**config.mk**
```make
export PLATFORM = sky130hd
export DESIGN_NAME = ser_tx_nb
export DESIGN_NICKNAME = d
export VERILOG_FILES = /design/src/rtl/ser_tx_nb.sv
export SDC_FILE = /design/constraint.sdc
export NUM_CORES = 1
export LEC_CHECK = 0
export ABC_AREA = 1
export BUFFER_PORTS_ARGS = -buffer_cell sky130_fd_sc_hd__buf_2
export CORE_MARGIN = 3
export CORE_UTILIZATION = 51
export DETAILED_ROUTE_END_ITERATION = 10
export GPL_ROUTABILITY_DRIVEN = 0
export GPL_TIMING_DRIVEN = 0
export PLACE_DENSITY = 0.8
export SETUP_SLACK_MARGIN = 0.4
export SLEW_MARGIN = 20
export SYNTH_ARGS = -nofsm -noshare
export SYNTH_HDL_FRONTEND = slang
export SYNTH_SLANG_ARGS = --single-unit
```
**constraint.sdc**
```tcl
create_clock -name clk -period 1.3 [get_ports clk]
set_input_delay 0.26 -clock clk [delete_from_list [all_inputs] [get_ports clk]]
set_output_delay 0.26 -clock clk [all_outputs]
set_load 0.05 [all_outputs]
```
**src/rtl/ser_tx_nb.sv**
```systemverilog
// Parallel-in, serial-out transmitter with MSB/LSB-first order and an exported per-cycle register opcode.
// Define SER_TX_PARITY_EN to append an even-parity bit after the data bits.
module ser_tx_nb #(
    parameter int   n        = 8,
    parameter logic IDLE_LVL = 1'b1
) (
    input  logic         clk,
    input  logic         clr,
    input  logic [n-1:0] data_in,
    input  logic         start,
    input  logic         dir,
    input  logic         tick,
    output logic         sout,
    output logic         busy,
    output logic         done,
    output logic [1:0]   sel
);

    localparam int CW = $clog2(n);

`ifdef SER_TX_PARITY_EN
    typedef enum logic [1:0] {IDLE = 2'b00, SHIFT = 2'b01, PAR = 2'b10} state_t;

    function automatic logic even_par(input logic [n-1:0] w);
        return ^w;
    endfunction

    logic par_r;
`else
    typedef enum logic [1:0] {IDLE = 2'b00, SHIFT = 2'b01} state_t;
`endif

    state_t         state_r, next_state_s;
    logic [n-1:0]   shreg_r;
    logic [CW-1:0]  count_r;
    logic           dir_r;
    logic           done_r;
    logic           last_s;
    logic           fin_s;
    logic [1:0]     sel_s;
    logic           busy_s;
    logic           sout_s;

    assign last_s = (count_r == CW'(n - 1));

    // Next-state, opcode and serial output decode
    always_comb begin
        next_state_s = state_r;
        sel_s        = 2'b00;
        busy_s       = 1'b0;
        sout_s       = IDLE_LVL;
        fin_s        = 1'b0;
        case (state_r)
            IDLE: begin
                // a tick arriving alongside start is not a bit period
                if (start) begin
                    sel_s        = 2'b01;
                    next_state_s = SHIFT;
                end else begin
                    sel_s        = 2'b00;
                end
            end
            SHIFT: begin
                busy_s = 1'b1;
                sout_s = dir_r ? shreg_r[0] : shreg_r[n-1];
                if (tick) begin
                    sel_s = dir_r ? 2'b11 : 2'b10;
                    if (last_s) begin
`ifdef SER_TX_PARITY_EN
                        next_state_s = PAR;
`else
                        next_state_s = IDLE;
                        fin_s        = 1'b1;
`endif
                    end else begin
                        next_state_s = SHIFT;
                    end
                end else begin
                    sel_s = 2'b00;
                end
            end
`ifdef SER_TX_PARITY_EN
            PAR: begin
                busy_s = 1'b1;
                sout_s = par_r;
                if (tick) begin
                    next_state_s = IDLE;
                    fin_s        = 1'b1;
                end else begin
                    next_state_s = PAR;
                end
            end
`endif
            default: begin
                next_state_s = IDLE;
            end
        endcase
    end

    // State register and registered done pulse
    always_ff @(posedge clk or posedge clr) begin
        if (clr) begin
            state_r <= IDLE;
            done_r  <= 1'b0;
        end else begin
            state_r <= next_state_s;
            done_r  <= fin_s;
        end
    end

    // Shift register, bit counter and captured direction, steered by the exported opcode
    always_ff @(posedge clk or posedge clr) begin
        if (clr) begin
            shreg_r <= '0;
            count_r <= '0;
            dir_r   <= 1'b0;
        end else begin
            case (sel_s)
                2'b01: begin
                    shreg_r <= data_in;
                    dir_r   <= dir;
                    count_r <= '0;
                end
                2'b10: begin
                    shreg_r <= {shreg_r[n-2:0], 1'b0};
                    count_r <= last_s ? '0 : count_r + CW'(1);
                end
                2'b11: begin
                    shreg_r <= {1'b0, shreg_r[n-1:1]};
                    count_r <= last_s ? '0 : count_r + CW'(1);
                end
                default: begin
                    shreg_r <= shreg_r;
                    count_r <= count_r;
                end
            endcase
        end
    end

`ifdef SER_TX_PARITY_EN
    // Parity of the captured word, frozen at load
    always_ff @(posedge clk or posedge clr) begin
        if (clr) begin
            par_r <= 1'b0;
        end else if (sel_s == 2'b01) begin
            par_r <= even_par(data_in);
        end else begin
            par_r <= par_r;
        end
    end
`endif

    assign sout = sout_s;
    assign busy = busy_s;
    assign done = done_r;
    assign sel  = sel_s;

endmodule
```
==> results.md, run 1 <==
* Highest clock rate at 667 MHz
* Hold_buf cts at 0
* Buf+Inv Stages, Crit Path at 3
* Crit path top cell by count: buf_6
* # IOs at 18
* Min-Delay Path Class: in -> async
* Int Power at 1.42 mW
* Max-cap check violation count at 0
* Sequential fraction of the synthesis area at 44.2%
* Period utilisation layout at 115%
* Endpoints failing hold at 6
* Number of buffers created by CTS at 3
* Number of port buffers at 17
* Finished Layout Cells at 153
* Mean Syn Cell Area at 7.76 sq um
* Initial antenna violation count at 0
* Std cell rows at 13
* Crit path max-delay cell type: dfrtp_2
* Switching power at 1.26 mW
* Slew margin rel. at 63.4%
* Warnings, synthesis at 0
* Required time worst endpoint at 1.04 ns
* Clock latency on the worst-skew pair at 0.29 ns
* Antenna Cells at 0
* Htree depth at 1
* Vias in the first global route at 930
* Worst Reg2Reg Path Length in Cells at 10
* Distinct cells, synth at 19
* Final setup vio count at 13
* Global-route wire length before repair at 4.51 mm
* Core box area at 1380 sq um
* Final min period at 1.50 ns
* Final HPWL DP at 1.37 mm
* Result of the run: complete, but fails checks
* Placed cells at 134
* CTS tree: yes
* Placement Setup Slack at -0.0574 ns
* Violated checks: negative hold slack, negative setup slack
* Critical setup path kind: reg -> out
* Layout net count at 154
* Clock share of power at 10.5%
* Root Buffer: clkbuf_4
* WL per Instance at 17.7 um
* Vias/cell at 6.09
* Initial Util at 57.3%
* Setup crit end kind: output pin
* Power per cell area at 2130 nW/um^2
* Drt pass-1 iters at 4
* Slack of the critical path at -0.200 ns
* Die W at 45.4 um
* Largest delay share family, worst path: buffers and inverters
* Antenna viol nets, final at 0
* Drt initial violations at 78
* Vias after detailed routing at 932
* CTS sink count at 14
* Sw frac at 46.9%
* Die Span Y at 45.4 um
* Clock-pin transition on the worst setup and hold timing paths at 0.09 ns
* Slew Viols, Final at 0
* Synth Instances at 102
* Commonest non-fill, non-tap cell in the layout: nand2_1
* Static leakage at 0.626 nW
* RSZ-0062 raised after global routing: yes
* Clock skew at 0.00478 ns
* Gr usage total at 31.7%
* Total routed wirelength at 2.70 mm
* Flops & latches, synth at 14
* Worst-path fanout max at 5
* Largest net degree at the start of global routing at 15
* CP Launch Type: flop
* Syn Nets at 117
* Area grow syn2layout at 58.9%
* Power share of the combinational group at 57.8%
* DRC viols at 0
* CP arrival at 1.24 ns
* Peak VDD IR at 1.65 mV
* Reg2reg end: shreg_r[5]
* Mapped Area at 792 sq um
* Die Area at 2060 sq um
* Flop pwr share at 31.8%
* Critical R2R Launch: state_r[0]
* Worst path cell trace: buf_6 -> buf_8 -> a21oi_4 -> buf_6
* Share of post-route cells with drive strength above 1 at 50.7%
* CP max stage delay at 0.41 ns
* Slew @ Worst Pin at 0.549 ns
* Total Power at 2.68 mW
* GRT Residual Overflow at 0
* Final Hold Slack at -0.00225 ns
* Clock Path Buffers at 2
* R2R Setup Slk at -0.13 ns
* Most frequent cells in the layout: 26 x nand2_1, 14 x buf_2, 13 x buf_6
-- per-stage QoR --
| stage | cell area [sq um] | TNS (ns) | util [%] | hold WS (ns) |
|---|---|---|---|---|
| CTS | 1230 | -0.795 | 89.0 | 0.00625 |
| finish | 1260 | -1.22 | 91.0 | -0.00225 |
| global route | 1260 | -1.98 | 91.0 | 0.0160 |
| detailed placement | 947 | -0.0574 | 68.5 | 0.324 |
| global placement | 947 | -0.0406 | 68.5 | 0.323 |
| floorplan | 843 | -0.151 | - | 0.149 |
-- worst register-to-register path: stages (launching register included) --
cell	delay, ns
dfrtp_2	0.41
buf_6	0.13
buf_4	0.13
buf_6	0.11
inv_4	0.05
nand2_4	0.08
nand2_8	0.08
buf_6	0.11
nand2_1	0.06
nor2_1	0.10
nor2_1	0.06
-- kinds of logic (layout without fill, tap and decap cells) --
family / after synthesis / in the layout / synth area share [%]
fa+ha+maj: 2 / 2 / 3.16
compound gates: 9 / 9 / 5.85
buf+inv: 12 / 48 / 8.69
simple gates: 65 / 65 / 38.1
flops: 14 / 14 / 44.2
-- cell usage after synthesis --
cell | instances | area (sq um)
ha_1 | 2 | 25.0
nor2_1 | 11 | 41.3
nand4_1 | 10 | 62.6
o21ai_0 | 2 | 10.0
inv_4 | 1 | 6.26
nand2_2 | 1 | 6.26
a21oi_1 | 6 | 30.0
o22ai_1 | 1 | 6.26
nor2_4 | 1 | 11.3
buf_2 | 2 | 10.0
nand2_1 | 34 | 128
nand2_4 | 2 | 22.5
buf_6 | 2 | 22.5
inv_2 | 1 | 3.75
clkinv_1 | 1 | 3.75
nand3_1 | 6 | 30.0
inv_1 | 4 | 15.0
buf_4 | 1 | 7.51
dfrtp_1 | 14 | 350
-- worst max path at each step --
stage / slack [ns] / depth (start not counted) / endpoint / from
2_1_floorplan: -0.12 / 4 / sel[0] / state_r[0]
3_3_place_gp: -0.04 / 5 / sel[0] / tick
3_5_place_dp: -0.06 / 5 / sel[0] / tick
4_1_cts: -0.20 / 4 / sel[0] / state_r[0]
5_1_grt: -0.25 / 5 / sel[0] / state_r[0]
6_report: -0.20 / 4 / sel[0] / state_r[0]
-- area by class of cell --
cell class	count	area [sq um]
multi-input combinational	76	480
sequential	14	353
timing repair buffer	32	278
fill	50	124
buffer	5	53.8
inverter	7	48.8
clock buffer	4	26.3
tap	15	18.8
-- registers in the layout, summed over array words and instances, names as in the netlist --
name,flops
shreg_r,8
dir_r,1
done,1
count_r,3
state_r,1
-- power groups by stage --
| stage | Combinational, mW | Clock (mW) | Sequential (mW) |
|---|---|---|---|
| after CTS | 1.43 | 0.278 | 0.819 |
| after global placement | 0.996 | 0 | 0.802 |
| after floorplan | 0.792 | 0 | 0.806 |
| final | 1.55 | 0.281 | 0.853 |
| after global routing | 1.65 | 0.303 | 0.861 |
| after detailed placement | 1.02 | 0 | 0.816 |
-- metal layers --
| metal | wire length, um | track usage (%) |
|---|---|---|
| met2 | 1340 | 49.0 |
| met1 | 981 | 39.4 |
| met3 | 309 | 7.11 |
| met5 | 0 | 0 |
| met4 | 69 | 20.5 |
-- what timing repair did --
item	in CTS	in global routing
endpoints found under the hold margin	0	0
resized for setup	42	7
pin swaps	7	4
cloned	2	0
buffers inserted	12	1
setup endpoints to repair	19	19
No activity file was read; power rests on OpenSTA's default activity.
==> inputs of run 2 (changes only) <==
--- a/constraint.sdc
+++ b/constraint.sdc
@@ -3,2 +3,2 @@
 set_output_delay 0.26 -clock clk [all_outputs]
-set_load 0.05 [all_outputs]
+set_load 0.01 [all_outputs]
==> results.md, run 2 (synthesized netlist as in run 1, its figures left out) <==
* Result of the run: complete, but fails checks
* Violated checks: negative setup slack
* Clock Path Buffers at 2
* Setup crit end kind: flop
* Final Hold Slack at 0.0154 ns
* Peak VDD IR at 1.48 mV
* Placed cells at 134
* Root Buffer: clkbuf_4
* Gr usage total at 28.9%
* Top flop regs: shreg_r x8, count_r x3
* Worst path cell trace: buf_6 -> buf_12 -> nand2_8 -> buf_8 -> nand2_8 -> buf_6 -> buf_8 -> nand2_2 -> nand2_1
* CTS sink count at 14
* Drt initial violations at 94
* Commonest non-fill, non-tap cell in the layout: nand2_1
* Clock latency on the worst-skew pair at 0.29 ns
* Highest clock rate at 684 MHz
* Critical R2R Launch: state_r[0]
* Worst-path fanout max at 5
* Final min period at 1.46 ns
* # IOs at 18
* WL per Instance at 22.4 um
* Std cell rows at 13
* Clock skew at 0.0102 ns
* Crit path max-delay cell type: dfrtp_1
* Clock-pin transition on the worst setup and hold timing paths at 0.10 ns
* CP Depth at 9
* Die Span Y at 45.4 um
* Htree depth at 1
* Initial antenna violation count at 0
* Area grow syn2layout at 65.7%
* Number of buffers created by CTS at 3
* Vias after detailed routing at 1,039
* Total Power at 2.78 mW
* Hold_buf cts at 0
* Slew margin rel. at 62.4%
* Max-cap check violation count at 0
* Met1 WL at 1.21 mm
* Min-Delay Path Class: in -> async
* Antenna viol nets, final at 0
* Max FFs per register at 8
* Detail Route met3 WL at 431 um
* Required time worst endpoint at 1.46 ns
* CP max stage delay at 0.40 ns
* Slack of the critical path at -0.163 ns
* DRC viols at 0
* Static leakage at 0.642 nW
* CTS tree: yes
* Die Area at 2060 sq um
* Share of post-route cells with drive strength above 1 at 56.7%
* Reg2reg end: shreg_r[2]
* Uppermost layer routed: met4
* Buf+Inv Stages, Crit Path at 5
* Core box area at 1380 sq um
* Power per cell area at 2120 nW/um^2
* Drt pass-1 iters at 5
* Global-route wire length before repair at 4.22 mm
* Finished Layout Cells at 156
* Worst Reg2Reg Path Length in Cells at 9
* RSZ-0062 raised after global routing: yes
* Total routed wirelength at 3.49 mm
* Final core utilization at 94.9%
* Met2 routed WL at 1.62 mm
* Final instance area at 1310 sq um
* Final HPWL DP at 1.42 mm
* Top reg by flops: shreg_r
* Layout net count at 157
* Vias/cell at 6.66
* Placement Setup Slack at 0.0538 ns
* CP arrival at 1.63 ns
* Setup TNS at -1.35 ns
* Critical setup path kind: reg -> reg
* Placed inst area at 953 sq um
* Period utilisation layout at 113%
* Antenna Cells at 0
* GRT Residual Overflow at 0
* R2R Setup Slk at -0.16 ns
* Crit path capture: shreg_r[2]
* Vias in the first global route at 898
* Initial Util at 57.3%
* Critical Path Source: state_r[0]
* Most frequent cells in the layout: 25 x nand2_1, 15 x buf_2, 13 x buf_6, 13 x dfrtp_1, 10 x nand4_1
* Final setup vio count at 13
* Largest net degree at the start of global routing at 15
* Largest delay share family, worst path: buffers and inverters
* Endpoints failing hold at 0
* CP Launch Type: flop
* Number of port buffers at 17
* Slew Viols, Final at 0
* Die W at 45.4 um
* Slew @ Worst Pin at 0.563 ns
## run 2: cell types whose count changed in the layout (fill, tap and decap cells not counted), sizes merged
cell,delta
buf,+3
## run 2: where the power goes
part / switching (mW) / total, mW / internal [mW]
Sequential: 0.247 / 0.878 / 0.631
Combinational: 0.836 / 1.58 / 0.743
Clock: 0.156 / 0.326 / 0.170
## run 2: final cells by class
class	instances	area [sq um]
fillers	39	70.1
multi-input cells	76	513
flip-flops and latches	14	352
inverters	7	46.3
well taps	15	18.8
repair buffers	35	293
clock buffers	4	36.3
plain buffers	5	53.8
## run 2: worst min path at each step
stage / cells after the start / endpoint / slack (ns)
detailed placement: 2 / state_r[0] / 0.34
global placement: 2 / state_r[0] / 0.32
finish: 2 / shreg_r[6] / 0.02
CTS: 2 / shreg_r[4] / 0.03
floorplan: 1 / count_r[0] / 0.15
global route: 2 / shreg_r[6] / 0.04
## run 2: worst reg2reg max path, delay by kind of cell (launching register included)
family | cells | cell delay, ns
buffers and inverters | 5 | 0.65
DFF | 1 | 0.40
and+or+nand+nor | 4 | 0.30
## run 2: what timing repair did
| action | 4_1_cts | 5_1_grt |
|---|---|---|
| gates cloned | 2 | 0 |
| buffers inserted | 10 | 6 |
| pin swaps | 5 | 17 |
| resized for setup | 21 | 30 |
| hold endpoints to repair | 0 | 0 |
| setup endpoints to repair | 19 | 19 |
## run 2: routing by layer
layer	vias up	track usage, %
met5	-	0
met2	118	46.5
met1	474	37.1
met3	28	3.56
li1	419	-
met4	0	16.4
==> inputs of run 3 (changes only) <==
Settings changed: TNS_END_PERCENT from default to 20.
==> results.md, run 3 (synthesized netlist as in run 1, its figures left out) <==
* WL per Instance at 13.9 um
* Largest net degree at the start of global routing at 15
* Layout net count at 148
* Gr usage total at 23.2%
* Crit path max-delay cell type: dfrtp_1
* Fill count at 96
* Vias in the first global route at 769
* Final core utilization at 78.9%
* Clock Path Buffers at 2
* CTS tree: yes
* Top reg by flops: shreg_r
* RSZ-0062 raised after global routing: yes
* Slew margin rel. at 63.9%
* Die W at 45.4 um
* CTS sink count at 14
* Final instance area at 1090 sq um
* Core box area at 1380 sq um
* Critical setup path kind: reg -> out
* Root Buffer: clkbuf_4
* Clock latency on the worst-skew pair at 0.28 ns
* Highest clock rate at 698 MHz
* Final HPWL DP at 1.37 mm
* Required time worst endpoint at 1.04 ns
* Crit path top cell by count: buf_6
* Htree depth at 1
* Most frequent cells in the layout: 33 x nand2_1, 16 x buf_2, 13 x dfrtp_1
* Power per cell area at 1940 nW/um^2
* Min-Delay Path Class: in -> async
* GRT Residual Overflow at 0
* Worst path cell trace: buf_6 -> buf_8 -> nor2_4 -> a21oi_4 -> buf_6
* Setup crit end kind: output pin
* Violated checks: negative setup slack
* Top flop regs: shreg_r x8, count_r x3
* Initial antenna violation count at 0
* Vias/cell at 5.51
* Period utilisation layout at 110%
* Slew @ Worst Pin at 0.541 ns
* Clock skew at 0.00461 ns
* Total Power at 2.12 mW
* Area grow syn2layout at 37.8%
* Share of post-route cells with drive strength above 1 at 35.1%
* Final setup vio count at 7
* Number of buffers created by CTS at 3
* Endpoints failing hold at 0
* Slew Viols, Final at 0
* Antenna Cells at 0
* Total routed wirelength at 2.04 mm
* Drt pass-1 iters at 4
* CP Launch Type: flop
* # IOs at 18
* Max-cap check violation count at 0
* Vias after detailed routing at 804
* Slack of the critical path at -0.132 ns
* Placed inst area at 933 sq um
* Clock-pin transition on the worst setup and hold timing paths at 0.09 ns
* Initial Util at 57.3%
* Final Hold Slack at 0.00163 ns
* CP max stage delay at 0.40 ns
* Max FFs per register at 8
* Commonest non-fill, non-tap cell in the layout: nand2_1
* Hold_buf cts at 0
* Peak VDD IR at 1.28 mV
* Final min period at 1.43 ns
* Global-route wire length before repair at 3.38 mm
* Result of the run: complete, but fails checks
* Die Span Y at 45.4 um
* Drt initial violations at 31
* Std cell rows at 13
* DRC viols at 0
* Worst-path fanout max at 5
* Number of port buffers at 17
* CP arrival at 1.17 ns
* Antenna viol nets, final at 0
* Die Area at 2060 sq um
* Static leakage at 0.565 nW
==> run 3: final timing paths <==
check                                 from    endpoint  slack [ns]  depth (start not counted)
worst max-delay path            state_r[0]      sel[0]       -0.13                          5
min in group clk                       dir       dir_r        0.22                          3
worst min register to register  count_r[2]  count_r[2]        0.49                          2
max in group asynchronous              clr       dir_r        0.91                          2
worst min-delay path                   clr  shreg_r[4]       0.002                          2
worst max register to register  state_r[0]  shreg_r[5]       -0.06                         10
==> run 3: per-stage QoR <==
step,setup slack (ns),std cells,TNS (ns)
3_3_place_gp,0.0656,134,0
4_1_cts,-0.142,145,-0.375
2_1_floorplan,0.202,102,0
6_report,-0.132,146,-0.430
3_5_place_dp,0.0534,134,0
5_1_grt,-0.175,146,-1.01
==> run 3: power by group <==
| group | leakage [nW] | switching (mW) | internal, mW |
|---|---|---|---|
| combinational | 0.384 | 0.552 | 0.500 |
| clock | 0.0138 | 0.144 | 0.108 |
| sequential | 0.166 | 0.182 | 0.631 |
==> run 3: per-layer routing <==
metal	track usage [%]	routed length, um	up-vias
li1	-	-	392
met1	30.1	889	374
met2	37.3	1010	34
met3	2.77	113	4
met4	12.3	23	0
met5	0	0	-
==> run 3: area by class of cell <==
| class | count | area (sq um) | share of cell area, % |
|---|---|---|---|
| plain buffers | 5 | 57.6 | 5.28 |
| repair buffers | 26 | 185 | 17.0 |
| well taps | 15 | 18.8 | 1.72 |
| multi-input cells | 76 | 412 | 37.7 |
| clock buffers | 3 | 22.5 | 2.06 |
| flip-flops and latches | 14 | 352 | 32.2 |
| inverters | 7 | 43.8 | 4.01 |
==> run 3: what timing repair did <==
item	4_1_cts	5_1_grt
pin swaps	3	2
setup endpoints to repair	18	19
buffers inserted	8	1
endpoints found under the hold margin	0	0
gates resized for setup	8	4
==> run 3: critical path: cells and delay by family, from the launching register on <==
kind,cells,cell delay (ns)
simple gates,1,0.09
compound gates,1,0.04
flops,1,0.40
buf+inv,3,0.36
